**src/rtl/stopwatch_pkg.sv**
```systemverilog
// Shared stopwatch definitions: state encoding reused by the display and LED blocks.
package stopwatch_pkg;

   typedef enum logic [1:0] {
      ST_IDLE  = 2'd0,
      ST_RUN   = 2'd1,
      ST_PAUSE = 2'd2,
      ST_DONE  = 2'd3
   } state_t;

   // The second prescaler only advances while a run is counting or holding DONE.
   function automatic logic is_counting(input state_t st);
      return (st == ST_RUN) || (st == ST_DONE);
   endfunction

endpackage

```
**src/rtl/stopwatch_timer_ctrl_sec_prescaler.sv**
```systemverilog
// Divides i_clk down to a one-cycle tick every CLK2SEC cycles; holds its count when disabled.
module sec_prescaler #(
   parameter int CLK2SEC = 10
) (
   input  logic i_clk,
   input  logic i_rstn,
   input  logic i_en,
   input  logic i_clr,
   output logic o_tick
);

   localparam int CNT_W = (CLK2SEC > 1) ? $clog2(CLK2SEC) : 1;
   localparam logic [CNT_W-1:0] CNT_LAST = CNT_W'(CLK2SEC - 1);

   logic [CNT_W-1:0] cnt_q;
   logic             wrap;

   assign wrap   = (cnt_q == CNT_LAST);
   assign o_tick = i_en && wrap;

   always_ff @(posedge i_clk or negedge i_rstn) begin
      if (!i_rstn) begin
         cnt_q <= '0;
      end else if (i_clr) begin
         cnt_q <= '0;
      end else if (i_en) begin
         cnt_q <= wrap ? '0 : cnt_q + CNT_W'(1);
      end
   end

endmodule

```
**src/rtl/stopwatch_timer_ctrl.sv**
```systemverilog
// Stopwatch/timer controller: counts seconds up to a latched target with pause, clear and auto-reload.
module stopwatch_timer_ctrl
   import stopwatch_pkg::*;
#(
   parameter int CLK2SEC       = 10,
   parameter int SEC_W         = 6,
   parameter int DONE_HOLD_SEC = 1
) (
   input  logic             i_clk,
   input  logic             i_rstn,
   input  logic             i_start,
   input  logic             i_pause,
   input  logic             i_clear,
   input  logic             i_autoreload,
   input  logic [SEC_W-1:0] i_target_sec,
   output logic             o_idle,
   output logic             o_running,
   output logic             o_paused,
   output logic             o_done,
   output logic             o_tick,
   output logic [SEC_W-1:0] o_sec
);

   localparam int HOLD_W = (DONE_HOLD_SEC > 0) ? $clog2(DONE_HOLD_SEC + 1) : 1;
   localparam logic [HOLD_W-1:0] HOLD_LAST = HOLD_W'(DONE_HOLD_SEC - 1);

   state_t              state_q, state_d;
   logic [SEC_W-1:0]    sec_q, sec_d;
   logic [SEC_W-1:0]    target_q, target_d;
   logic [HOLD_W-1:0]   hold_q, hold_d;
   logic [SEC_W-1:0]    sec_inc;
   logic                presc_en;
   logic                presc_clr;
   logic                tick;

   assign presc_en = is_counting(state_q);
   assign sec_inc  = sec_q + SEC_W'(1);

   sec_prescaler #(
      .CLK2SEC (CLK2SEC)
   ) u_prescaler (
      .i_clk  (i_clk),
      .i_rstn (i_rstn),
      .i_en   (presc_en),
      .i_clr  (presc_clr),
      .o_tick (tick)
   );

   always_comb begin
      state_d   = state_q;
      sec_d     = sec_q;
      target_d  = target_q;
      hold_d    = hold_q;
      presc_clr = 1'b0;

      if (i_clear) begin
         state_d   = ST_IDLE;
         sec_d     = '0;
         hold_d    = '0;
         presc_clr = 1'b1;
      end else begin
         unique case (state_q)
            ST_IDLE: begin
               // A zero target would finish before it starts, so it is not accepted.
               if (i_start && (i_target_sec != '0)) begin
                  state_d   = ST_RUN;
                  target_d  = i_target_sec;
                  sec_d     = '0;
                  hold_d    = '0;
                  presc_clr = 1'b1;
               end
            end
            ST_RUN: begin
               if (tick) begin
                  sec_d = sec_inc;
                  // Reaching the target takes precedence over a coincident pause.
                  if (sec_inc == target_q) begin
                     state_d = ST_DONE;
                     hold_d  = '0;
                  end else if (i_pause) begin
                     state_d = ST_PAUSE;
                  end
               end else if (i_pause) begin
                  state_d = ST_PAUSE;
               end
            end
            ST_PAUSE: begin
               if (i_pause) begin
                  state_d = ST_RUN;
               end
            end
            ST_DONE: begin
               if (tick) begin
                  if (hold_q == HOLD_LAST) begin
                     hold_d = '0;
                     if (i_autoreload) begin
                        state_d = ST_RUN;
                        sec_d   = '0;
                     end else begin
                        state_d = ST_IDLE;
                     end
                  end else begin
                     hold_d = hold_q + HOLD_W'(1);
                  end
               end
            end
            default: begin
               state_d = ST_IDLE;
            end
         endcase
      end
   end

   always_ff @(posedge i_clk or negedge i_rstn) begin
      if (!i_rstn) begin
         state_q  <= ST_IDLE;
         sec_q    <= '0;
         target_q <= '0;
         hold_q   <= '0;
      end else begin
         state_q  <= state_d;
         sec_q    <= sec_d;
         target_q <= target_d;
         hold_q   <= hold_d;
      end
   end

   assign o_idle    = (state_q == ST_IDLE);
   assign o_running = (state_q == ST_RUN);
   assign o_paused  = (state_q == ST_PAUSE);
   assign o_done    = (state_q == ST_DONE);
   assign o_tick    = tick;
   assign o_sec     = sec_q;

endmodule
```
**config.mk**
```make
export PLATFORM = sky130hd
export DESIGN_NAME = stopwatch_timer_ctrl
export DESIGN_NICKNAME = d
export VERILOG_FILES = /design/src/rtl/stopwatch_pkg.sv /design/src/rtl/stopwatch_timer_ctrl_sec_prescaler.sv /design/src/rtl/stopwatch_timer_ctrl.sv
export SDC_FILE = /design/constraint.sdc
export NUM_CORES = 1
export LEC_CHECK = 0
export ABC_AREA = 1
export CAP_MARGIN = 25
export CORE_ASPECT_RATIO = 0.75
export CORE_MARGIN = 3
export CORE_UTILIZATION = 46
export CTS_CLUSTER_SIZE = 28
export DETAILED_ROUTE_END_ITERATION = 6
export PLACE_DENSITY_LB_ADDON = 0.12
export SLEW_MARGIN = 15
export SYNTH_ARGS = -nofsm -noshare
export SYNTH_HDL_FRONTEND = slang
export SYNTH_SLANG_ARGS = --single-unit
```
**constraint.sdc**
```tcl
create_clock -name i_clk -period 1.6 [get_ports i_clk]
set_clock_uncertainty 0.1 [all_clocks]
set_input_delay 0.16 -clock i_clk [delete_from_list [all_inputs] [get_ports i_clk]]
set_output_delay 0.16 -clock i_clk [all_outputs]
set_load 0.1 [all_outputs]
```
Word-level counts from Yosys, hierarchy flattened
Cells that the tools add are included.
{"block": "op_classes", "addsub": 3, "eq_ne": 12, "muxes": 30, "bitwise": 1, "n_reduce_logical": 11}
{"cell": "6-bit 2-to-1 mux", "count": 6}
{"cell": "6-bit one-hot mux with 3 select lines", "count": 1}
{"cell": "2-bit 2-to-1 mux", "count": 8}
{"cell": "4-bit 2-to-1 mux", "count": 3}
{"cell": "3-bit by 2-bit inequality test with 1-bit output (second input constant)", "count": 4}
{"cell": "1-bit 2-to-1 mux", "count": 10}
{"cell": "3-bit inequality test (second input constant)", "count": 3}
{"cell": "2-bit one-hot mux with 4 select lines", "count": 1}
{"cell": "6-bit by 1-bit adder with 6-bit output (second input constant)", "count": 1}
{"cell": "6-bit == test", "count": 1}
{"cell": "6-bit AND reduction", "count": 1}
{"cell": "6-bit nonzero test", "count": 1}
{"cell": "5-bit AND reduction", "count": 1}
{"cell": "4-bit by 1-bit adder with 4-bit output (second input constant)", "count": 1}
{"cell": "2-bit == test (second input constant)", "count": 2}
{"cell": "4-bit == test (second input constant)", "count": 1}
{"cell": "4-bit AND reduction", "count": 1}
{"cell": "4-bit nonzero test", "count": 1}
{"cell": "1-bit one-hot mux with 3 select lines", "count": 1}
{"cell": "3-bit AND reduction", "count": 1}
{"cell": "2-bit by 1-bit == test with 1-bit output (second input constant)", "count": 1}
{"cell": "1-bit logical AND", "count": 2}
{"cell": "2-bit logical NOT", "count": 1}
{"cell": "2-bit nonzero test", "count": 1}
{"cell": "3 further kinds", "count": 3}
{"block": "totals", "register_bits": 19, "input_bits": 12, "output_inout_bits": 11, "elab_cells": 62}

Depth between registers and ports, before layout
Gate-level depths: netlist (run 1).
{"block": "logic_depth", "ltp_word": 6, "mapped_depth": 13}

Hierarchy
A second synthesis (run 1) with hierarchy kept.
{"block": "hier_totals", "hier_cells": 180, "hier_area_um2": 1201.2}
{"mod": "stopwatch_timer_ctrl", "instances": 1, "cells_per_inst": 140, "area_each_um2": 935.9, "seq_area_each_um2": 350.3}
{"mod": "sec_prescaler", "instances": 1, "cells_per_inst": 40, "area_each_um2": 265.3, "seq_area_each_um2": 100.1}

Least setup slack after synthesis (run 1)
OpenSTA, ideal clock, no wires.
{"block": "synth_timing", "path_type": "register -> register", "start": "register state_q[0]", "end": "register sec_q[0], in the netlist o_sec[0]", "setup_time_ns": 0.088, "t_arrival_ns": 2.563, "setup_slack_ns": -1.152, "stages_incl_launch_ff": 7, "period_less_slack_ns": 2.752, "path_cell_list": "dfrtp_1 -> buf_6 -> nor2_1 -> nand2_1 -> nand3_2 -> nand3_1 -> o21ai_1"}
{"block": "synth_between", "elab_cells_between_ends": 14}
{"item": "from (decl)", "line": "stopwatch_timer_ctrl.sv:27", "rtl": "state_t state_q, state_d;"}
{"item": "from (signal assigned)", "line": "stopwatch_timer_ctrl.sv:121", "rtl": "state_q <= state_d;"}
{"item": "2-bit logical NOT *"}
{"item": "named net o_idle", "line": "stopwatch_timer_ctrl.sv:16", "rtl": "output logic o_idle,"}
{"item": "3-bit by 2-bit inequality test with 1-bit output (no source line) (tied with other cells)"}
{"item": "6-bit AND reduction (no source line) or 6-bit 2-to-1 mux (tied branches)"}
{"item": "to (signal assigned)", "line": "stopwatch_timer_ctrl.sv:117", "rtl": "sec_q <= '0;"}
{"item": "to (signal assigned)", "line": "stopwatch_timer_ctrl.sv:122", "rtl": "sec_q <= sec_d;"}
{"item": "to (decl)", "line": "stopwatch_timer_ctrl.sv:28", "rtl": "logic [SEC_W-1:0] sec_q, sec_d;"}
The timed path passes the listed nets; every way through them passes the cells marked *.
A chain may end at the register's enable or synchronous reset.

Worst setup path after layout (run 1)
{"block": "layout_timing", "start": "register u_prescaler.cnt_q[1]", "end": "output o_tick"}
{"block": "layout_between", "elab_chain_len": 2}
{"item": "from (decl)", "line": "stopwatch_timer_ctrl_sec_prescaler.sv:15", "rtl": "logic [CNT_W-1:0] cnt_q;"}
{"item": "from (signal assigned)", "line": "stopwatch_timer_ctrl_sec_prescaler.sv:27", "rtl": "cnt_q <= wrap ? '0 : cnt_q + CNT_W'(1);"}
{"item": "4-bit == test", "line": "stopwatch_timer_ctrl_sec_prescaler.sv:18", "rtl": "assign wrap = (cnt_q == CNT_LAST);"}
{"item": "1-bit logical AND", "line": "stopwatch_timer_ctrl_sec_prescaler.sv:19", "rtl": "assign o_tick = i_en && wrap;"}
{"item": "to (decl)", "line": "stopwatch_timer_ctrl.sv:20", "rtl": "output logic o_tick,"}
No other way between the ends.

==> results of run 1 <==
registers in the layout, summed over array words and instances, names as in the netlist:
signal,flops
state_q,2
u_prescaler.cnt_q,4
target_q,6
o_sec,6
cell families after synthesis:
family,count (synthesis)
AND/OR/NAND/NOR,89
buffers and inverters,28
XOR/XNOR,2
adder cells (fa/ha/maj),3
AO/OA/AOI/OAI,19
multiplexers,1
flip-flops,18
worst max path at each step:
stage	start	endpoint	slack, ns	cells past startpoint
4_1_cts	u_prescaler.cnt_q[1]	o_tick	-0.12	6
5_1_grt	u_prescaler.cnt_q[1]	o_tick	-0.20	6
6_report	u_prescaler.cnt_q[1]	o_tick	-0.13	6
3_5_place_dp	u_prescaler.cnt_q[1]	o_sec[4]	-0.07	7
2_1_floorplan	state_q[0]	target_q[0]	-0.16	6
3_3_place_gp	i_target_sec[5]	u_prescaler.cnt_q[2]	-0.08	7
critical path, stage by stage, from the launching register on:
cell        delay [ns]
dfrtp_1           0.42
inv_2             0.08
ha_4              0.14
nand4_1           0.12
buf_4             0.17
clkinvlp_4        0.08
buf_12            0.17
area by class of cell:
cell class | count | area share, %
Sequential cell | 18 | 25.6
Clock buffer | 4 | 1.97
Inverter | 25 | 5.65
Tap cell | 34 | 2.31
Timing Repair Buffer | 43 | 26.5
Multi-Input combinational cell | 114 | 38.0
cell usage in the layout, fill, tap and decap left out, drive strengths merged:
cell and count:
o22ai 1, clkdlybuf4s50 11, xor2 2, or2 1, nor3 1, clkbuf 4, buf 32, mux2i 1
a21oi 1, inv 22, nand4 7, nand2 43, o21ai 16, dfrtp 18, clkinvlp 2, nor2 14
nand3 23, ha 3, clkinv 1, a211oi 1
through the flow:
stage / power, mW / setup TNS, ns / cells / setup WS [ns] / hold slack [ns]
floorplan: 0.860 / -2.53 / 160 / -0.162 / -0.236
global placement: 1.03 / -0.303 / 228 / -0.0786 / 0.413
detailed placement: 1.05 / -0.509 / 228 / -0.0729 / 0.412
CTS: 1.35 / -0.152 / 236 / -0.118 / 0.0929
global route: 1.44 / -1.11 / 238 / -0.204 / 0.102
finish: 1.37 / -0.273 / 238 / -0.133 / 0.0792
power by group through the flow:
| stage | logic (mW) | registers [mW] | clock network, mW |
|---|---|---|---|
| detailed placement | 0.490 | 0.557 | 0 |
| floorplan | 0.291 | 0.569 | 0 |
| finish | 0.531 | 0.550 | 0.292 |
| global placement | 0.476 | 0.554 | 0 |
| global route | 0.571 | 0.552 | 0.319 |
| CTS | 0.505 | 0.551 | 0.297 |
layer usage:
metal	GRT usage, %	share of wire, %
met1	27.1	41
met2	37.4	52
met3	4.03	6.1
met4	1.05	0.69
met5	0	0
repair_timing:
| item | in CTS | in global routing |
|---|---|---|
| endpoints found under the setup margin | 12 | 14 |
| buffers inserted | 4 | 2 |
| pin swaps | 2 | 1 |
| gates resized for setup | 5 | 5 |
==> results.ini, run 1 <==
[clocking]
clk_pin_slew_ns = 0.11
cts-hold-fix-buffers = 0
cts_tree = built
htreeDepth = 1
cts-root-buf = clkbuf_4
clkLatencyLatePin_ns = 0.30
cts_made_buffers = 3
clkSinkCount = 18
cts.path.max_buffers = 2

[detailed_routing]
vias_per_cell = 5.29
num_vias = 1259
wire_per_inst_um = 14.0
postRouteAntennaNets = 0
drc = 0
initialDrtViolationCount = 88
drt_first_pass_iters = 6
wl_um = 3340

[worst_setup_path]
reg2reg_depth = 6
rrSetupSlack_ns = -0.06
startpoint_type = flip-flop
worstSetupEndpointType = output port
r2r_start = u_prescaler.cnt_q[1]
crit_required_ns = 1.34
critPathKind = reg2out
r2r-end = o_sec[1]
worstPathArrival_ns = 1.47
cp_max_fo = 2

[timing]
fin_crit_ns = 1.73
setup_violations = 9
slew_headroom_pct = 78.7
hold_violations = 0
max_freq_mhz = 577
worstMarginPinSlew_ns = 0.318
rsz0062_at_grt = yes
finalCritPeriodShare_pct = 108
report.final.slew_viol_count = 0
fin_ws_ns = -0.133

[logic_synthesis]
synth_xor_area_share_pct = 1.47
yosys-top-cells-count = nand2_1 (42), inv_1 (22), nand3_1 (20), dfrtp_1 (18), nor2_1 (12)
synth.distinct_cells = 27
yosysSeqAreaShare_pct = 37.7
synth.cell_area_mm2 = 0.00119
ys.flop_type = dfrtp_1
synth_top_cell_area_share_pct = 37.7
synthMuxAreaShare_pct = 0.838
synthSimpleGateAreaFrac_pct = 36.3
synth_top_family_by_area = simple AND/OR/NAND/NOR gates
synth.largest_area_cell = dfrtp_1
avgSynthCellArea_um2 = 7.47
netlist_top_cells_area = dfrtp_1 (38%), nand2_1 (13%), nand3_1 (8.4%)
synth-adder-area-share_pct = 3.14
synth.most_common_cell = nand2_1
synth_compound_area_share_pct = 9.95
ys_warn_count = 0
async_flop_share_pct = 100
yosys_register_bits = 18
syn_nets = 175
synthCells = 160
synth_edf_count = 0

[status]
violations = negative setup slack
outcome = complete, but fails checks

[floorplanning]
die_h_um = 50.1
start_util_pct = 50.1
io_pins = 23
die_x_um = 64.9
rows = 15
core_area_mm2 = 0.00238
die-area_mm2 = 0.00325

[cells_and_area]
areaGrowthSynthToFinish_pct = 53.9
n_antenna_cell = 0
nFillCells = 185
ff_latch_area_um2 = 470
design_area_mm2 = 0.00184
drive_above_1_share_pct = 34.3
multi_input_area_um2 = 698
nets = 220
final_core_utilization_pct = 77.2

[run]
timing.max_cap.violations = 0

[pwr]
p_comb_share_pct = 38.7
powerDensity_mw_per_mm2 = 747
p_leak_nw = 0.815
swShare_pct = 37.2
p_sw_mw = 0.511
clkPwrFrac_pct = 21.3
pwr-share-seq_pct = 40.1
ir_drop_mv = 0.571
p_int_mw = 0.862

[worst_hold_path]
holdCritPathClass = in2async

[global_routing]
antenna_found_initial = 0
grt_pass1_wl_um = 5220
grt_pass1_vias = 1154
grtUsageTotal_pct = 20.8
overflow = 0
grt_start_max_net_pins = 19

[placed_design]
dp_hpwl_um = 2500
place.gp.congestion = 0.827
dpl-instance-area_mm2 = 0.00172
portBuffers = 22

Note: power is estimated with default switching activity, not from simulation.
==> run 2: changes to the inputs <==
==> constraint.sdc (replaced) <==
create_clock -name i_clk -period 1.6 [get_ports i_clk]
set_clock_uncertainty 0.1 [all_clocks]
set_input_delay 0.32 -clock i_clk [delete_from_list [all_inputs] [get_ports i_clk]]
set_output_delay 0.32 -clock i_clk [all_outputs]
set_load 0.1 [all_outputs]
==> run 2 against run 1 <==
The flow still finishes with violations (negative setup slack). Combinational power rose by 14%. Critical path depth fell by 1. First-iteration DRC count rose by 8.0%. Register-to-register slack got worse by 0.05 ns. Sequential share of layout area fell by 1.6 points. Via count rose by 3.3%. Non-clock buffer count rose by 6. Worst hold slack improved by 0.14 ns. Cell area rose by 6.4%. Utilization rose by 4.9 points. Largest power group is now combinational logic.
==> results.ini, run 2 (synthesis gave the netlist of run 1 again) <==
[global_routing]
grt_pass1_wl_um = 5420  ; was 5220 um
antenna_found_initial = 0  ; unchanged
overflow = 0  ; unchanged
grt_pass1_vias = 1210  ; was 1154
grt_start_max_net_pins = 19  ; unchanged
grtUsageTotal_pct = 21.9  ; was 20.8%

[cells_and_area]
areaGrowthSynthToFinish_pct = 63.8  ; was 53.9%
mostFrequentLayoutCell = nand2_1  ; unchanged
final_cells = 244  ; was 238
n_antenna_cell = 0  ; unchanged
drive_above_1_share_pct = 41.0  ; was 34.3%
nets = 226  ; was 220
design_area_mm2 = 0.00196  ; was 0.00184 mm^2
final_cell_mix = nand2_1 (36), buf_4 (19), inv_1 (17), nand3_1 (15)  ; was nand2_1 (40), buf_4 (21), inv_1 (18), nand3_1 (18)
final_core_utilization_pct = 82.1  ; was 77.2%

[floorplanning]
die_h_um = 50.1  ; unchanged
io_pins = 23  ; unchanged
die-area_mm2 = 0.00325  ; unchanged
core_area_mm2 = 0.00238  ; unchanged
die_x_um = 64.9  ; unchanged
rows = 15  ; unchanged
start_util_pct = 50.1  ; unchanged

[detailed_routing]
postRouteAntennaNets = 0  ; unchanged
drt_first_pass_iters = 5  ; was 6
drc = 0  ; unchanged
wire_per_inst_um = 14.6  ; was 14.0 um
wl_um = 3570  ; was 3340 um
num_vias = 1301  ; was 1259
vias_per_cell = 5.33  ; was 5.29
initialDrtViolationCount = 95  ; was 88

[pwr]
p_int_mw = 0.862  ; about the same
p_comb_share_pct = 42.6  ; was 38.7%
ir_drop_mv = 0.454  ; was 0.571 mV
pwr-share-seq_pct = 38.6  ; was 40.1%
p_total_mw = 1.42  ; was 1.37 mW
powerDensity_mw_per_mm2 = 725  ; was 747 mW/mm^2
p_leak_nw = 0.854  ; was 0.815 nW
p_sw_mw = 0.557  ; was 0.511 mW
clkPwrFrac_pct = 18.9  ; was 21.3%
swShare_pct = 39.2  ; was 37.2%

[worst_setup_path]
cp_max_fo = 2  ; unchanged
r2r_start = o_sec[0]  ; was u_prescaler.cnt_q[1]
crit_required_ns = 1.18  ; was 1.34 ns
reg2reg_depth = 11  ; was 6
slowest_delay_ns = 0.41  ; was 0.42 ns
rrSetupSlack_ns = -0.11  ; was -0.06 ns
cp_cell_sequence = inv_2 > ha_4 > nand4_1 > clkinvlp_4 > buf_12  ; was inv_2 > ha_4 > nand4_1 > buf_4 > clkinvlp_4 > buf_12
startpoint_type = flip-flop  ; unchanged
slowest_stage = dfrtp_1  ; unchanged
worstPathArrival_ns = 1.34  ; was 1.47 ns
r2r-end = state_q[1]  ; was o_sec[1]
worstSetupEndpointType = output port  ; unchanged
critPathKind = reg2out  ; unchanged

[clocking]
cts-root-buf = clkbuf_4  ; unchanged
cts_made_buffers = 3  ; unchanged
cts_tree = built  ; unchanged
clkSinkCount = 18  ; unchanged
cts-hold-fix-buffers = 0  ; unchanged
htreeDepth = 1  ; unchanged
clk_pin_slew_ns = 0.13  ; was 0.11 ns
clkLatencyLatePin_ns = 0.33  ; was 0.30 ns
cts.path.max_buffers = 2  ; unchanged

[timing]
slew_headroom_pct = 78.8  ; was 78.7%
report.final.slew_viol_count = 0  ; unchanged
rsz0062_at_grt = yes  ; unchanged
worstMarginPinSlew_ns = 0.316  ; was 0.318 ns
finalCritPeriodShare_pct = 110  ; was 108%
setup_violations = 13  ; was 9
fin_crit_ns = 1.76  ; was 1.73 ns
fin_setup_tns_ns = -1.13  ; was -0.273 ns
fin_ws_ns = -0.163  ; was -0.133 ns
max_freq_mhz = 567  ; was 577 MHz
hold_violations = 0  ; unchanged

[placed_design]
portBuffers = 22  ; unchanged
place.gp.congestion = 0.871  ; was 0.827
dp_hpwl_um = 2420  ; was 2500 um
post-place-cells = 231  ; was 228
dpl-instance-area_mm2 = 0.00175  ; was 0.00172 mm^2

[status]
violations = negative setup slack  ; unchanged
outcome = complete, but fails checks  ; unchanged

[worst_hold_path]
holdCritPathClass = in2async  ; unchanged

[run]
timing.max_cap.violations = 0  ; unchanged

## run 2: timing repair
action,CTS,global route
gates resized for setup,10,24
buffers inserted,9,0
pin swaps,7,5
setup endpoints to repair,14,24
## run 2: stage by stage
step / worst slack (ns) / hold WS, ns
after floorplan: -0.162 / -0.0756
after global placement: -0.235 / 0.447
after detailed placement: -0.241 / 0.458
after CTS: -0.151 / 0.257
after global routing: -0.291 / 0.216
final: -0.163 / 0.218
## run 2: power groups by stage
stage / sequential (mW) / clock (mW) / combinational [mW]
4_1_cts: 0.544 / 0.256 / 0.545
3_5_place_dp: 0.554 / 0 / 0.495
3_3_place_gp: 0.550 / 0 / 0.484
2_1_floorplan: 0.569 / 0 / 0.292
5_1_grt: 0.552 / 0.297 / 0.652
6_report: 0.547 / 0.267 / 0.604
## run 2: metal layers
metal | track usage (%) | routed length [um] | share of wire [%] | up-vias
li1 | - | - | - | 621
met1 | 28.3 | 1440 | 40 | 616
met2 | 35.5 | 1810 | 51 | 50
met3 | 5.15 | 218 | 6.1 | 14
met4 | 8.42 | 104 | 2.9 | 0
met5 | 0 | 0 | 0 | -
## run 2: worst max path at each step
stage / startpoint / endpoint / slack [ns] / depth (start not counted)
after floorplan: state_q[0] / target_q[0] / -0.16 / 6
after global placement: i_target_sec[1] / u_prescaler.cnt_q[2] / -0.23 / 7
after detailed placement: i_target_sec[1] / u_prescaler.cnt_q[2] / -0.24 / 7
after CTS: u_prescaler.cnt_q[1] / o_tick / -0.15 / 5
after global routing: u_prescaler.cnt_q[1] / o_tick / -0.29 / 5
final: u_prescaler.cnt_q[1] / o_tick / -0.16 / 5
## run 2: cell type report
cell class                      instances  area (um^2)
Fill cell                             158          427
Inverter                               25          104
Timing Repair Buffer                   49          563
Multi-Input combinational cell        114          752
Clock buffer                            4         26.3
Tap cell                               34         42.5
Sequential cell                        18          469
## run 2: worst max-delay path: cells and delay by family (launching register included)
kind	cells	cell delay, ns
fa+ha+maj	1	0.12
buf+inv	3	0.38
flops	1	0.41
simple gates	1	0.13
